**src/rtl/cmp_mask_resolver_if.sv**
```systemverilog
// Handshake bundle between a compare-result producer and the mask resolver.
// The input side carries one compare result with its branch context. The output
// side carries the resolved branch decision.
interface cmp_mask_resolver_if #(
  parameter int DATA_W = 32
);
  logic              in_valid;
  logic              in_ready;
  logic [DATA_W-1:0] in_mask;
  logic              in_zflag;
  logic [2:0]        in_cond;
  logic [DATA_W-1:0] in_pc;
  logic [DATA_W-1:0] in_off;
  logic              out_valid;
  logic              out_ready;
  logic              out_taken;
  logic [DATA_W-1:0] out_target;
  logic              out_err;

  // Producer of compare results and consumer of decisions
  modport master (
    output in_valid, in_mask, in_zflag, in_cond, in_pc, in_off, out_ready,
    input  in_ready, out_valid, out_taken, out_target, out_err
  );

  // The resolver itself
  modport slave (
    input  in_valid, in_mask, in_zflag, in_cond, in_pc, in_off, out_ready,
    output in_ready, out_valid, out_taken, out_target, out_err
  );
endinterface

```
**src/rtl/cmp_mask_resolver.sv**
```systemverilog
// Branch resolver fed by the ALU compare units. It validates the mask and zero flag,
// evaluates the branch condition, and forms the next PC. Each decision goes into a
// 2-entry output buffer whose head register drives the output directly.
// Saturating counters record resolved and taken decisions for debug.
module cmp_mask_resolver #(
  parameter int DATA_W  = 32,
  parameter int CNT_W   = 16,
  parameter int PC_STEP = 4
) (
  input  logic             clk,
  input  logic             rst,
  cmp_mask_resolver_if.slave bus,
  output logic [CNT_W-1:0] resolved_cnt,
  output logic [CNT_W-1:0] taken_cnt
);

  typedef enum logic [1:0] {EMPTY, ONE, FULL} state_t;

  state_t              state_q;
  logic                in_ready_q;
  logic                out_valid_q;
  logic                head_taken_q;
  logic                head_err_q;
  logic [DATA_W-1:0]   head_target_q;
  logic                tail_taken_q;
  logic                tail_err_q;
  logic [DATA_W-1:0]   tail_target_q;
  logic [CNT_W-1:0]    resolved_q, resolved_d;
  logic [CNT_W-1:0]    taken_q, taken_d;

  logic                mask_set_p0;
  logic                mask_clr_p0;
  logic                err_p0;
  logic                taken_p0;
  logic signed [DATA_W-1:0] off_p0;
  logic [DATA_W-1:0]   fall_p0;
  logic [DATA_W-1:0]   jump_p0;
  logic [DATA_W-1:0]   target_p0;
  logic                push;
  logic                pop;

  function automatic logic cond_eval(input logic [2:0] cond, input logic mset,
                                     input logic mclr, input logic zflag);
    logic t;
    case (cond)
      3'b000:  t = 1'b0;
      3'b001:  t = 1'b1;
      3'b010:  t = mset;
      3'b011:  t = mclr;
      3'b100:  t = zflag;
      3'b101:  t = ~zflag;
      default: t = 1'b0;
    endcase
    return t;
  endfunction

  function automatic logic [CNT_W-1:0] sat_inc(input logic [CNT_W-1:0] v);
    return (v == '1) ? v : v + CNT_W'(1);
  endfunction

  // ---- stage p0: combinational decision on the offered compare result ----
  assign mask_set_p0 = (bus.in_mask == '1);
  assign mask_clr_p0 = (bus.in_mask == '0);
  // An illegal mask, a zflag that disagrees with the mask, or a reserved condition
  // all count as malformed. A malformed input never branches.
  assign err_p0      = ~(mask_set_p0 | mask_clr_p0)
                     | (bus.in_zflag != mask_clr_p0)
                     | (bus.in_cond[2:1] == 2'b11);
  assign taken_p0    = ~err_p0 & cond_eval(bus.in_cond, mask_set_p0, mask_clr_p0, bus.in_zflag);
  assign off_p0      = bus.in_off;
  assign fall_p0     = bus.in_pc + DATA_W'(PC_STEP);
  assign jump_p0     = bus.in_pc + DATA_W'($unsigned(off_p0));
  assign target_p0   = taken_p0 ? jump_p0 : fall_p0;

  assign push = bus.in_valid & in_ready_q;
  assign pop  = out_valid_q & bus.out_ready;

  // ---- stage p1: buffered decision (head drives outputs) ----
  assign bus.in_ready   = in_ready_q;
  assign bus.out_valid  = out_valid_q;
  assign bus.out_taken  = head_taken_q;
  assign bus.out_target = head_target_q;
  assign bus.out_err    = head_err_q;

  // Buffer occupancy FSM with head entry and registered handshake flags
  always_ff @(posedge clk) begin
    if (rst) begin
      state_q       <= EMPTY;
      in_ready_q    <= 1'b1;
      out_valid_q   <= 1'b0;
      head_taken_q  <= 1'b0;
      head_err_q    <= 1'b0;
      head_target_q <= '0;
    end else begin
      case (state_q)
        EMPTY: if (push) begin
          head_taken_q  <= taken_p0;
          head_err_q    <= err_p0;
          head_target_q <= target_p0;
          out_valid_q   <= 1'b1;
          state_q       <= ONE;
        end
        ONE: begin
          if (push && pop) begin
            head_taken_q  <= taken_p0;
            head_err_q    <= err_p0;
            head_target_q <= target_p0;
          end else if (push) begin
            in_ready_q    <= 1'b0;
            state_q       <= FULL;
          end else if (pop) begin
            out_valid_q   <= 1'b0;
            state_q       <= EMPTY;
          end
        end
        FULL: if (pop) begin
          head_taken_q  <= tail_taken_q;
          head_err_q    <= tail_err_q;
          head_target_q <= tail_target_q;
          in_ready_q    <= 1'b1;
          state_q       <= ONE;
        end
        default: begin
          in_ready_q  <= 1'b1;
          out_valid_q <= 1'b0;
          state_q     <= EMPTY;
        end
      endcase
    end
  end

  // Second slot captures a new decision only while the head is held
  always_ff @(posedge clk) begin
    if (state_q == ONE && push && !pop) begin
      tail_taken_q  <= taken_p0;
      tail_err_q    <= err_p0;
      tail_target_q <= target_p0;
    end
  end

  assign resolved_d = pop ? sat_inc(resolved_q) : resolved_q;
  assign taken_d    = (pop && head_taken_q) ? sat_inc(taken_q) : taken_q;

  // Debug statistics, advanced only by output handshakes
  always_ff @(posedge clk) begin
    if (rst) begin
      resolved_q <= '0;
      taken_q    <= '0;
    end else begin
      resolved_q <= resolved_d;
      taken_q    <= taken_d;
    end
  end

  assign resolved_cnt = resolved_q;
  assign taken_cnt    = taken_q;

endmodule

```
**src/flat_wrapper.sv**
```systemverilog
// flat-port wrapper written by rule: the top's interface ports become plain ports
module cmp_mask_resolver_flat 
#(
  parameter int DATA_W  = 32,
  parameter int CNT_W   = 16,
  parameter int PC_STEP = 4
)
  (clk, rst, resolved_cnt, taken_cnt, bus_in_valid, bus_in_mask, bus_in_zflag, bus_in_cond, bus_in_pc, bus_in_off, bus_out_ready, bus_in_ready, bus_out_valid, bus_out_taken, bus_out_target, bus_out_err);
  cmp_mask_resolver_if #(.DATA_W(DATA_W)) bus_i ();
  input  logic clk;
  input  logic rst;
  output logic [CNT_W-1:0] resolved_cnt;
  output logic [CNT_W-1:0] taken_cnt;
  input wire logic [$bits(bus_i.in_valid)-1:0] bus_in_valid;
  input wire logic [$bits(bus_i.in_mask)-1:0] bus_in_mask;
  input wire logic [$bits(bus_i.in_zflag)-1:0] bus_in_zflag;
  input wire logic [$bits(bus_i.in_cond)-1:0] bus_in_cond;
  input wire logic [$bits(bus_i.in_pc)-1:0] bus_in_pc;
  input wire logic [$bits(bus_i.in_off)-1:0] bus_in_off;
  input wire logic [$bits(bus_i.out_ready)-1:0] bus_out_ready;
  output wire logic [$bits(bus_i.in_ready)-1:0] bus_in_ready;
  output wire logic [$bits(bus_i.out_valid)-1:0] bus_out_valid;
  output wire logic [$bits(bus_i.out_taken)-1:0] bus_out_taken;
  output wire logic [$bits(bus_i.out_target)-1:0] bus_out_target;
  output wire logic [$bits(bus_i.out_err)-1:0] bus_out_err;
  assign bus_i.in_valid = bus_in_valid;
  assign bus_i.in_mask = bus_in_mask;
  assign bus_i.in_zflag = bus_in_zflag;
  assign bus_i.in_cond = bus_in_cond;
  assign bus_i.in_pc = bus_in_pc;
  assign bus_i.in_off = bus_in_off;
  assign bus_i.out_ready = bus_out_ready;
  assign bus_in_ready = bus_i.in_ready;
  assign bus_out_valid = bus_i.out_valid;
  assign bus_out_taken = bus_i.out_taken;
  assign bus_out_target = bus_i.out_target;
  assign bus_out_err = bus_i.out_err;
  cmp_mask_resolver #(.DATA_W(DATA_W), .CNT_W(CNT_W), .PC_STEP(PC_STEP)) u_core (.clk(clk), .rst(rst), .bus(bus_i), .resolved_cnt(resolved_cnt), .taken_cnt(taken_cnt));
endmodule
```
**config.mk**
```make
export PLATFORM = sky130hd
export DESIGN_NAME = cmp_mask_resolver_flat
export DESIGN_NICKNAME = d
export VERILOG_FILES = /design/src/rtl/cmp_mask_resolver_if.sv /design/src/rtl/cmp_mask_resolver.sv /design/src/flat_wrapper.sv
export SDC_FILE = /design/constraint.sdc
export NUM_CORES = 1
export LEC_CHECK = 0
export BUFFER_PORTS_ARGS = -buffer_cell sky130_fd_sc_hd__buf_4
export CORE_ASPECT_RATIO = 1.5
export CORE_MARGIN = 4
export CORE_UTILIZATION = 45
export CTS_BUF_LIST = sky130_fd_sc_hd__clkbuf_8
export CTS_CLUSTER_SIZE = 12
export DETAILED_ROUTE_END_ITERATION = 10
export PLACE_DENSITY = 0.69
export SETUP_SLACK_MARGIN = 0.5
export SKIP_CTS_REPAIR_TIMING = 1
export SLEW_MARGIN = 20
export SYNTH_ARGS = -nofsm -noshare
export SYNTH_HDL_FRONTEND = slang
export SYNTH_SLANG_ARGS = --single-unit
```
**constraint.sdc**
```tcl
create_clock -name clk -period 3.8 [get_ports clk]
set_clock_uncertainty 0.05 [all_clocks]
set_input_delay 0.38 -clock clk [delete_from_list [all_inputs] [get_ports clk]]
set_output_delay 0.38 -clock clk [all_outputs]
set_load 0.02 [all_outputs]
```
==> summary.txt <==
Status
  – Run status: completed

Logic synthesis
  – Synth top cells by count: nor2_1 (112), nand2_1 (84), a21oi_1 (83)
  – Seq cells post-synth: 104
  – Syn_nets: 978
  – Synth area leaders: dfxtp_1 (20%), edfxtp_1 (15%), ha_1 (6.4%), nor2_1 (6.1%), a21oi_1 (6.1%)
  – Post-Syn Area: 6857 um2
  – Async SR Flop Fraction: 0%
  – Adder-Cell Fraction of Synth Area: 6.679%
  – Complex-gate fraction of the synthesized area: 18.94%
  – Synth Area in Simple Gates: roughly a quarter
  – Sequential area share after synthesis: 35.33%
  – Top-count cell post-synth: nor2_1
  – Post-synthesis xor/xnor area fraction: approximately a tenth
  – Post-Syn Area per Cell: between 8 and 9 um2
  – Gate Count Post-Synth: 838
  – Number of flops mapped to enable cells by yosys: 34
  – Yosys warning total: 0
  – Multiplexer share of the synthesized area: 0.9489%
  – Post-synth top area share: 20.44%
  – Largest family of logic cells by synthesized area: simple AND/OR/NAND/NOR gates
  – Yosys cell types: 64
  – Synth area leader: dfxtp_1
  – Top FF cell, synth: dfxtp_1

Clock tree
  – CTS H-tree depth: 3
  – Clock Tree Root: clkbuf_8
  – Clock buffer count from CTS: 9
  – # clock sinks: 104
  – CTS tree: yes
  – Max clock buf depth: 2
  – Clk Latency, worst-skew pair: roughly 0.36 ns
  – Clock edge transition at the registers on the reported setup and hold paths: 0.10 ns

Timing
  – Final Hold Viols: 0
  – FMAX: 329.5 MHz
  – Final-report setup violation count: 0
  – Slew @ Worst Pin: 0.8799 ns
  – Slew Viols, Final: 0
  – Period utilisation layout: between 70% and 80%
  – Max-slew headroom: ~41%
  – Fin crit period: 3.035 ns
  – Unrepaired setup endpoints after global routing: false
  – Setup TNS: 0 ns
  – Smallest hold slack: 0.2654 ns

Drt
  – Final ANT Viol Nets: 0
  – Final WL: 18.41 mm
  – Pre-Repair DR Iteration Count: 5
  – Number of vias per cell: 5.484
  – Avg WL per Cell: 15.39 um
  – DR iter-0 viols: 476
  – Total number of vias: 6559
  – Drc violations: 0

Worst setup path
  – CP Max Fanout: 6
  – Max incr delay on CP: 0.46 ns
  – Critical Path Sink Type: register
  – WS Path Type: in2reg
  – Cell mode on critical path: o21ai_0
  – Top delay family on crit path: compound AO/OA/AOI/OAI gates
  – Worst Path Required: 4.02 ns
  – Crit-path slowest cell: o21ai_0
  – Startpoint types: primary input
  – Crit path arrival time: 3.25 ns
  – Worst path buffer plus inverter count: 2
  – Crit-path cells: buf_4, ha_1, o21ai_0, buf_4, a211o_1, o21ai_0, a21oi_1, o21ai_0, nor4b_1, nor4_1, xnor2_1, o21a_1

Die
  – Die Area: approximately 17000 um2
  – I/O pin cnt: 172
  – Core Region: 15000 um2
  – Die X: 108.8 um
  – Vert. Die Dim: 159.2 um
  – Row count: between 50 and 60
  – Initial core utilization: a little under half

Place
  – Port Buf Inserts: around 170
  – Hpwl dp: 14.42 mm
  – Final Wtd Congestion: 0.8842

Pwr
  – Power, Total: 0.002805 W
  – Power Density: 328.1 nW/um2
  – Peak supply drop: 0.1484 mV
  – LEAKAGE: 3.553 nW

Hold path
  – Hold Path Class: in2reg

GRT
  – M2 GR Usage: 37.82%
  – Vias in the first global route: 6355
  – Grt peak-use layer: met2
  – Overflow after GRT: 0
  – Initial antenna violation count: 0
  – Largest net degree at the start of global routing: between 60 and 70
  – Met3 usage: 2.475%
  – First-pass GRT wire length: between 30 and 40 mm
  – Met1 usage: a little over a quarter
  – Total track usage: 21.32%

Final layout
  – ANT cells: 0
  – Nets: 1132
  – Share of layout cells above drive strength 1: 22.07%
  – Area growth syn-to-layout: 24.67%

Flow run
  – Max Cap Violations: 0
[registers in the layout (all words and copies together), names as in the netlist]
| register | count |
|---|---|
| u_core.bus.in_ready | 1 |
| u_core.state_q | 2 |
| u_core.tail_target_q | 32 |
| u_core.bus.out_err | 1 |
| u_core.resolved_cnt | 16 |
| u_core.tail_err_q | 1 |
| u_core.bus.out_target | 32 |
| u_core.taken_cnt | 16 |
| u_core.bus.out_valid | 1 |
| u_core.bus.out_taken | 1 |
| u_core.tail_taken_q | 1 |
[report_power, final]
group          switching (W)  leakage [nW]  internal [W]  total, W
logic               0.000472          2.57      0.000358  0.000831
registers          0.0000480         0.883       0.00122   0.00127
clock network       0.000377        0.0989      0.000325  0.000702
total               0.000897          3.55       0.00191   0.00280
[cell usage in the layout, fill, tap and decap left out, drive strengths merged, types with 18 or more instances in the layout]
cell type / synthesis / final
xnor2: 39 / 39
o21ai: 31 / 31
nand2: 84 / 84
nand3: 35 / 35
nand4: 22 / 22
edfxtp: 34 / 34
xor2: 36 / 36
buf: 15 / 183
dfxtp: 70 / 70
a21oi: 84 / 84
a211oi: 18 / 18
ha: 35 / 35
and3: 20 / 20
inv: 21 / 22
nor2: 112 / 112
[per-stage QoR]
step           setup WS [ns]  instance area (um2)  instances  utilization (%)
6_report              0.7654                 8548       1196            56.98
4_1_cts               0.7818                 8548       1196            56.98
2_1_floorplan         0.6781                 6862        838                -
3_5_place_dp          0.3810                 8343       1180            55.61
3_3_place_gp          0.4891                 8343       1180            55.61
5_1_grt               0.5215                 8548       1196            56.98
[worst reg2reg max path, stage by stage (launching register included)]
cell	delay, ns
dfxtp_1	0.39
and2_1	0.32
nand2_1	0.12
a31oi_1	0.46
nand4_1	0.27
or2_2	0.39
nor2_1	0.18
nand3_1	0.12
xor2_1	0.14
nor2_1	0.05
[final cells by class]
cell class                 count  area, um2
multi-input combinational    673       4207
fill                        1455       6454
sequential                   104       2422
tap                          199      249.0
inverter                      21      78.83
clock inverter                 6      67.56
clock buffer                  10      137.6
timing repair buffer         183       1386
[layer usage]
layer | up-vias | share of wire [%]
met5 | - | 0
met2 | 173 | 51
met3 | 17 | 4.5
met1 | 3024 | 43
li1 | 3345 | -
met4 | 0 | 1.3
[final timing paths]
check	cells after the start	start	endpoint	slack, ns
worst max-delay path	12	bus_in_pc[6]	u_core.bus.out_target[31]	0.77
worst min register to register	2	u_core.bus.out_target[3]	u_core.bus.out_target[3]	0.41
worst min-delay path	3	rst	u_core.bus.in_ready	0.27
worst max register to register	9	u_core.bus.out_valid	u_core.taken_cnt[15]	1.18
[logic make-up after synthesis]
group           Yosys count
compound gates          203
mux                       6
flops                   104
fa+ha+maj                36
simple gates            353
buf+inv                  61
xor+xnor                 75
No activity file was read; power rests on OpenSTA's default activity.
